`src/rtl/rv_fifo_flex.sv`:
```
// Ready/valid FIFO with arbitrary depth, synchronous flush, programmable
// almost-full/almost-empty flags, sticky overflow and optional output register.
module rv_fifo_flex #(
    parameter int DATA_WIDTH    = 8,
    parameter int FIFO_DEPTH    = 16,
    parameter int OUT_REG       = 0,
    parameter int AFULL_THRESH  = FIFO_DEPTH - 2,
    parameter int AEMPTY_THRESH = 2,
    localparam int CAP          = FIFO_DEPTH + OUT_REG,
    localparam int CW           = $clog2(CAP + 1)
) (
    input  logic                  clk,
    input  logic                  rst_n,
    input  logic                  flush,
    input  logic [DATA_WIDTH-1:0] in_data,
    input  logic                  in_val,
    output logic                  in_rdy,
    output logic [DATA_WIDTH-1:0] out_data,
    output logic                  out_val,
    input  logic                  out_rdy,
    output logic [CW-1:0]         data_count,
    output logic                  empty,
    output logic                  full,
    output logic                  almost_full,
    output logic                  almost_empty,
    output logic                  overflow
);

    localparam int PW = (FIFO_DEPTH > 1) ? $clog2(FIFO_DEPTH) : 1;
    localparam logic [CW-1:0] CAP_C = CW'(CAP);
    localparam logic [CW-1:0] AF_C  = CW'(AFULL_THRESH);
    localparam logic [CW-1:0] AE_C  = CW'(AEMPTY_THRESH);

    if (FIFO_DEPTH < 2) begin : g_chk_depth
        $error("rv_fifo_flex: FIFO_DEPTH must be at least 2");
    end
    if (AFULL_THRESH > CAP) begin : g_chk_afull
        $error("rv_fifo_flex: AFULL_THRESH exceeds capacity");
    end
    if (AEMPTY_THRESH > CAP) begin : g_chk_aempty
        $error("rv_fifo_flex: AEMPTY_THRESH exceeds capacity");
    end

    logic [DATA_WIDTH-1:0] mem [FIFO_DEPTH];
    logic [PW-1:0]         rd_ptr_q, rd_ptr_d;
    logic [PW-1:0]         wr_ptr_q, wr_ptr_d;
    logic [CW-1:0]         arr_cnt_q, arr_cnt_d;
    logic                  ovf_q, ovf_d;
    logic                  in_xact, out_xact;
    logic                  arr_wr, arr_rd;
    logic                  oreg_vld;
    logic [DATA_WIDTH-1:0] head_data;

    // Explicit wrap so non-power-of-two depths use every entry.
    function automatic logic [PW-1:0] ptr_inc(input logic [PW-1:0] p);
        if (p == PW'(FIFO_DEPTH - 1)) return '0;
        return p + 1'b1;
    endfunction

    assign data_count   = arr_cnt_q + {{(CW-1){1'b0}}, oreg_vld};
    assign empty        = (data_count == '0);
    assign full         = (data_count == CAP_C);
    assign almost_full  = (data_count >= AF_C);
    assign almost_empty = (data_count <= AE_C);
    assign overflow     = ovf_q;

    assign in_rdy    = !full && !flush;
    assign out_val   = !empty && !flush;
    assign in_xact   = in_val && in_rdy;
    assign out_xact  = out_val && out_rdy;
    assign head_data = mem[rd_ptr_q];

    if (OUT_REG != 0) begin : g_oreg
        logic                  oreg_vld_q, oreg_vld_d;
        logic [DATA_WIDTH-1:0] oreg_q, oreg_d;
        logic                  slot;

        // The register refills from the array first; the bypass path is only
        // taken when the array is empty so ordering stays strictly FIFO.
        always_comb begin
            slot       = !oreg_vld_q || out_xact;
            arr_rd     = slot && (arr_cnt_q != '0);
            arr_wr     = in_xact && !(slot && (arr_cnt_q == '0));
            oreg_vld_d = oreg_vld_q;
            oreg_d     = oreg_q;
            if (flush) begin
                oreg_vld_d = 1'b0;
            end else if (slot) begin
                if (arr_cnt_q != '0) begin
                    oreg_vld_d = 1'b1;
                    oreg_d     = head_data;
                end else if (in_xact) begin
                    oreg_vld_d = 1'b1;
                    oreg_d     = in_data;
                end else begin
                    oreg_vld_d = 1'b0;
                end
            end
        end

        always_ff @(posedge clk or negedge rst_n) begin
            if (!rst_n) begin
                oreg_vld_q <= 1'b0;
                oreg_q     <= '0;
            end else begin
                oreg_vld_q <= oreg_vld_d;
                oreg_q     <= oreg_d;
            end
        end

        assign oreg_vld = oreg_vld_q;
        assign out_data = oreg_q;
    end else begin : g_comb_out
        assign arr_wr   = in_xact;
        assign arr_rd   = out_xact;
        assign oreg_vld = 1'b0;
        assign out_data = head_data;
    end

    always_comb begin
        rd_ptr_d  = rd_ptr_q;
        wr_ptr_d  = wr_ptr_q;
        arr_cnt_d = arr_cnt_q;
        ovf_d     = ovf_q;
        if (flush) begin
            rd_ptr_d  = '0;
            wr_ptr_d  = '0;
            arr_cnt_d = '0;
            ovf_d     = 1'b0;
        end else begin
            if (arr_wr) wr_ptr_d = ptr_inc(wr_ptr_q);
            if (arr_rd) rd_ptr_d = ptr_inc(rd_ptr_q);
            case ({arr_wr, arr_rd})
                2'b10:   arr_cnt_d = arr_cnt_q + 1'b1;
                2'b01:   arr_cnt_d = arr_cnt_q - 1'b1;
                default: arr_cnt_d = arr_cnt_q;
            endcase
            ovf_d = ovf_q || (in_val && full);
        end
    end

    always_ff @(posedge clk or negedge rst_n) begin
        if (!rst_n) begin
            rd_ptr_q  <= '0;
            wr_ptr_q  <= '0;
            arr_cnt_q <= '0;
            ovf_q     <= 1'b0;
        end else begin
            rd_ptr_q  <= rd_ptr_d;
            wr_ptr_q  <= wr_ptr_d;
            arr_cnt_q <= arr_cnt_d;
            ovf_q     <= ovf_d;
        end
    end

    // Storage is data only: written on accepted pushes, never reset.
    always_ff @(posedge clk) begin
        if (arr_wr) mem[wr_ptr_q] <= in_data;
    end

endmodule

```
`config.mk`:
```
export PLATFORM = sky130hd
export DESIGN_NAME = rv_fifo_flex
export DESIGN_NICKNAME = d
export VERILOG_FILES = /design/src/rtl/rv_fifo_flex.sv
export SDC_FILE = /design/constraint.sdc
export NUM_CORES = 1
export LEC_CHECK = 0
export ABC_AREA = 1
export CAP_MARGIN = 25
export CORE_MARGIN = 5
export CORE_UTILIZATION = 50
export DETAILED_ROUTE_END_ITERATION = 7
export PLACE_DENSITY = 0.7
export REMOVE_ABC_BUFFERS = 1
export SLEW_MARGIN = 20
export SYNTH_ARGS = -nofsm -noshare
export SYNTH_HDL_FRONTEND = slang
export SYNTH_SLANG_ARGS = --single-unit
```
`constraint.sdc`:
```
create_clock -name clk -period 3.4 [get_ports clk]
set_clock_uncertainty 0.15 [all_clocks]
set_input_delay 0.85 -clock clk [delete_from_list [all_inputs] [get_ports clk]]
set_output_delay 0.85 -clock clk [all_outputs]
set_load 0.02 [all_outputs]
```
==> metrics.md <==
| Metric | Value |
|---|---|
| Largest net degree at the start of global routing | `39` |
| Total power divided by cell area | `771 mW/mm^2` |
| # clock sinks | `142` |
| Quantity of hold-fixing buffers added after cts | `0` |
| Final global-route overflow total | `0` |
| Final core area utilization | `60.3%` |
| Slew HR | `54.5%` |
| H-tree depth | `4` |
| Actual slew at the worst max-slew pin | `0.680 ns` |
| CTS Root Cell | `sky130_fd_sc_hd__clkbuf_16` |
| Source of the worst hold timing path | `overflow` |
| TritonCTS clock tree | `built` |
| Reg2Reg Launch Point | `arr_cnt_q[1]` |
| Leakage power | `2.60 nW` |
| Buffers and inverters on the worst path | `3` |
| Post-synthesis instance area | `0.00606 sq mm` |
| Worst-path maximum fanout | `30` |
| Most frequent cells in the layout | `sky130_fd_sc_hd__edfxtp_1 (128), sky130_fd_sc_hd__nor2_1 (100), sky130_fd_sc_hd__o21ai_0 (36)` |
| Detailed Route WL | `13.0 mm` |
| Worst slack at placement | `0.188 ns` |
| Total Die Area | `0.0144 sq mm` |
| Average footprint of a synthesized cell | `12.4 sq um` |
| Number of global-route vias before repair | `3,924` |
| Hold slack final | `0.368 ns` |
| Via-per-instance ratio | `5.60` |
| List of cells traversed by the critical path | `inv_2, buf_12, nor2_1, nor2_1, o21ai_1, o211ai_1, o211ai_1, nand2_1, clkdlybuf4s50_1` |
| Count of final hold-check violations | `0` |
| WP data arrival | `2.28 ns` |
| Reg clk slew, reported paths | `0.05 ns` |
| Endpoint kind of the worst setup timing path | `primary output` |
| Min-Delay Path Class | `reg2reg` |
| Horizontal extent of the die | `120 um` |
| Maximum number of buffers from clock root to sink | `2` |
| Sequential share of the synthesized area | `69.2%` |
| Post-CTS setup buffers | `0` |
| Category of the most critical setup path | `reg2out` |
| Global-route wire length before repair | `20.8 mm` |
| Growth of design area from synthesis to finish | `19.0%` |
| Count of warnings emitted by yosys | `0` |
| Slowest-stage cell, CP | `sky130_fd_sc_hd__clkdlybuf4s50_1` |
| Starting utilization of the core area | `50.7%` |
| Clock network latency to the later pin of the worst-skew pair | `0.42 ns` |
| Setup-failing EPs final | `0` |
| Die height | `120 um` |
| Type of element launching the critical path | `flop` |
| Core Footprint | `0.0120 sq mm` |
| Number of nets still failing antenna checks after routing | `0` |
| Data required time of the critical path | `2.40 ns` |
| Global placement routability congestion | `0.828` |
| Count of cell types in the netlist | `33` |
| Yosys reg bits | `142` |
| Max-cap violation count | `0` |
| Number of nets in the layout | `565` |
| Iteration count of the initial detailed-routing pass | `5` |
| Run status | `completed` |
| Number of DRC violations after detailed-routing iteration 0 | `471` |
| Maximum clock frequency | `0.305 GHz` |
| Layout filler cell count | `910` |
| Total count of max-transition violations in the final report | `0` |
| Share of the clock period used by the worst path after layout | `96.6%` |
| Delay of the slowest cell on the worst path | `0.60 ns` |
| Setup repair after global routing missed its margin | `no` |
| Port Buffer Count | `32` |
| Number of diodes | `0` |
| Core Rows | `40` |
| Peak supply drop | `0.520 mV` |
| Global Route Usage Sum | `19.2%` |
| DRC errors left | `0` |
| Inserted Clock Buffers | `17` |
| Critical Path Source | `rd_ptr_q[0]` |
| Final worst-path setup slack | `0.117 ns` |
| Most common cell after layout, fill and taps aside | `sky130_fd_sc_hd__edfxtp_1` |
| Dominant delay contributor by cell family on the critical path | `buffers and inverters` |
| HPWL Detailed | `8.50 mm` |
| Number of antenna violations at the first check in global routing | `0` |
| Cells after Synth | `491` |
| Count of boundary I/O pins | `33` |
| Routed via count | `3,934` |
| Layout cell share with drive strength beyond 1 | `13.0%` |
| Final critical path time including I/O delays and setup | `3.28 ns` |
| Detail-routed net length per standard cell | `18.5 um` |
==> sequential cells by signal (all words and copies together) (netlist names) <==
register	count
rd_ptr_q	4
overflow	1
wr_ptr_q	4
mem	128
arr_cnt_q	5
==> cell type report <==
type | instances | area, sq um | share of cell area [%]
inverter | 23 | 86.3 | 1.20
clock buffer | 19 | 433 | 6.00
timing repair buffer | 57 | 567 | 7.85
tap | 147 | 184 | 2.55
sequential | 142 | 4200 | 58.1
clock inverter | 12 | 103 | 1.42
multi-input combinational | 302 | 1650 | 22.8
==> stage by stage <==
stage                     cell area (sq um)  power (mW)  std cells  setup TNS (ns)
after CTS                              7190        5.59        702               0
after floorplan                        5930        3.17        467           -1.35
after global placement                 6650        3.85        671               0
after global routing                   7220        5.85        702               0
after detailed placement               6650        3.88        671               0
final                                  7220        5.57        702               0
==> power breakdown <==
part / total (mW) / switching (mW) / internal [mW] / leakage, nW
sequential: 2.05 / 0.0739 / 1.97 / 1.34
combinational: 1.82 / 1.12 / 0.700 / 0.998
clock: 1.69 / 0.643 / 1.05 / 0.265
total: 5.57 / 1.84 / 3.72 / 2.60
==> Yosys cell counts <==
library cell | n | area (sq um)
sky130_fd_sc_hd__xor2_1 | 2 | 17.5
sky130_fd_sc_hd__nor2_8 | 1 | 20.0
sky130_fd_sc_hd__nand2_4 | 3 | 33.8
sky130_fd_sc_hd__o21ai_2 | 4 | 35.0
sky130_fd_sc_hd__a22oi_1 | 1 | 7.51
sky130_fd_sc_hd__nand3_1 | 10 | 50.1
sky130_fd_sc_hd__dfrtp_1 | 14 | 350
sky130_fd_sc_hd__o21ai_1 | 34 | 170
sky130_fd_sc_hd__nand3_4 | 1 | 17.5
sky130_fd_sc_hd__nor2_2 | 2 | 12.5
sky130_fd_sc_hd__inv_2 | 5 | 18.8
sky130_fd_sc_hd__o211ai_1 | 32 | 240
sky130_fd_sc_hd__o21ai_0 | 36 | 180
sky130_fd_sc_hd__nand2_2 | 1 | 6.26
sky130_fd_sc_hd__o31ai_1 | 1 | 7.51
sky130_fd_sc_hd__nand3b_1 | 1 | 7.51
sky130_fd_sc_hd__inv_1 | 17 | 63.8
sky130_fd_sc_hd__fa_1 | 1 | 20.0
sky130_fd_sc_hd__ha_1 | 8 | 100
sky130_fd_sc_hd__edfxtp_1 | 128 | 3840
sky130_fd_sc_hd__xnor2_1 | 2 | 17.5
sky130_fd_sc_hd__buf_2 | 7 | 35.0
sky130_fd_sc_hd__clkinv_1 | 1 | 3.75
sky130_fd_sc_hd__clkbuf_1 | 9 | 33.8
sky130_fd_sc_hd__nand2_8 | 1 | 20.0
sky130_fd_sc_hd__buf_4 | 6 | 45.0
sky130_fd_sc_hd__a21oi_1 | 4 | 20.0
sky130_fd_sc_hd__nand2_1 | 34 | 128
sky130_fd_sc_hd__nor2_1 | 100 | 375
sky130_fd_sc_hd__o22ai_1 | 18 | 113
sky130_fd_sc_hd__a2111oi_0 | 1 | 8.76
sky130_fd_sc_hd__nand3_2 | 4 | 40.0
sky130_fd_sc_hd__buf_6 | 2 | 22.5
==> per-layer routing <==
| metal | wire length [um] | vias to the layer above | track usage [%] |
|---|---|---|---|
| met4 | 164 | 0 | 6.08 |
| met2 | 6470 | 132 | 31.6 |
| met5 | 0 | - | 0 |
| li1 | - | 1885 | - |
| met1 | 5670 | 1903 | 24.4 |
| met3 | 705 | 14 | 5.70 |
==> path summary, 6_finish.rpt <==
check | to | slack, ns | cells after the start
min in group asynchronous | wr_ptr_q[1] | 0.70 | 1
max in group asynchronous | rd_ptr_q[0] | 1.93 | 1
worst max-delay path | out_data[5] | 0.12 | 9
worst min register to register | overflow | 0.37 | 2
worst max register to register | arr_cnt_q[4] | 1.05 | 14
worst min-delay path | overflow | 0.37 | 2
==> logic make-up (layout without fill, tap and decap cells) <==
group	after synthesis	count (layout)	synth area share, %
buffers and inverters	47	111	3.67
AND/OR/NAND/NOR	158	158	11.7
adder cells (fa/ha/maj)	9	9	1.98
AO/OA/AOI/OAI	131	131	12.9
XOR/XNOR	4	4	0.578
flip-flops	142	142	69.2
==> tightest hold or removal path, stage by stage, from the launching register on <==
cell                      delay, ns
sky130_fd_sc_hd__dfrtp_1       0.35
sky130_fd_sc_hd__a21oi_1       0.05
sky130_fd_sc_hd__nor2_1        0.08
==> what timing repair did <==
| action | in CTS | in global routing |
|---|---|---|
| endpoints found under the hold margin | 0 | 0 |
| setup endpoints to repair | 6 | 6 |
| pin swaps | 0 | 0 |
| resized for setup | 4 | 9 |
Power figures use the tool's default switching activity.
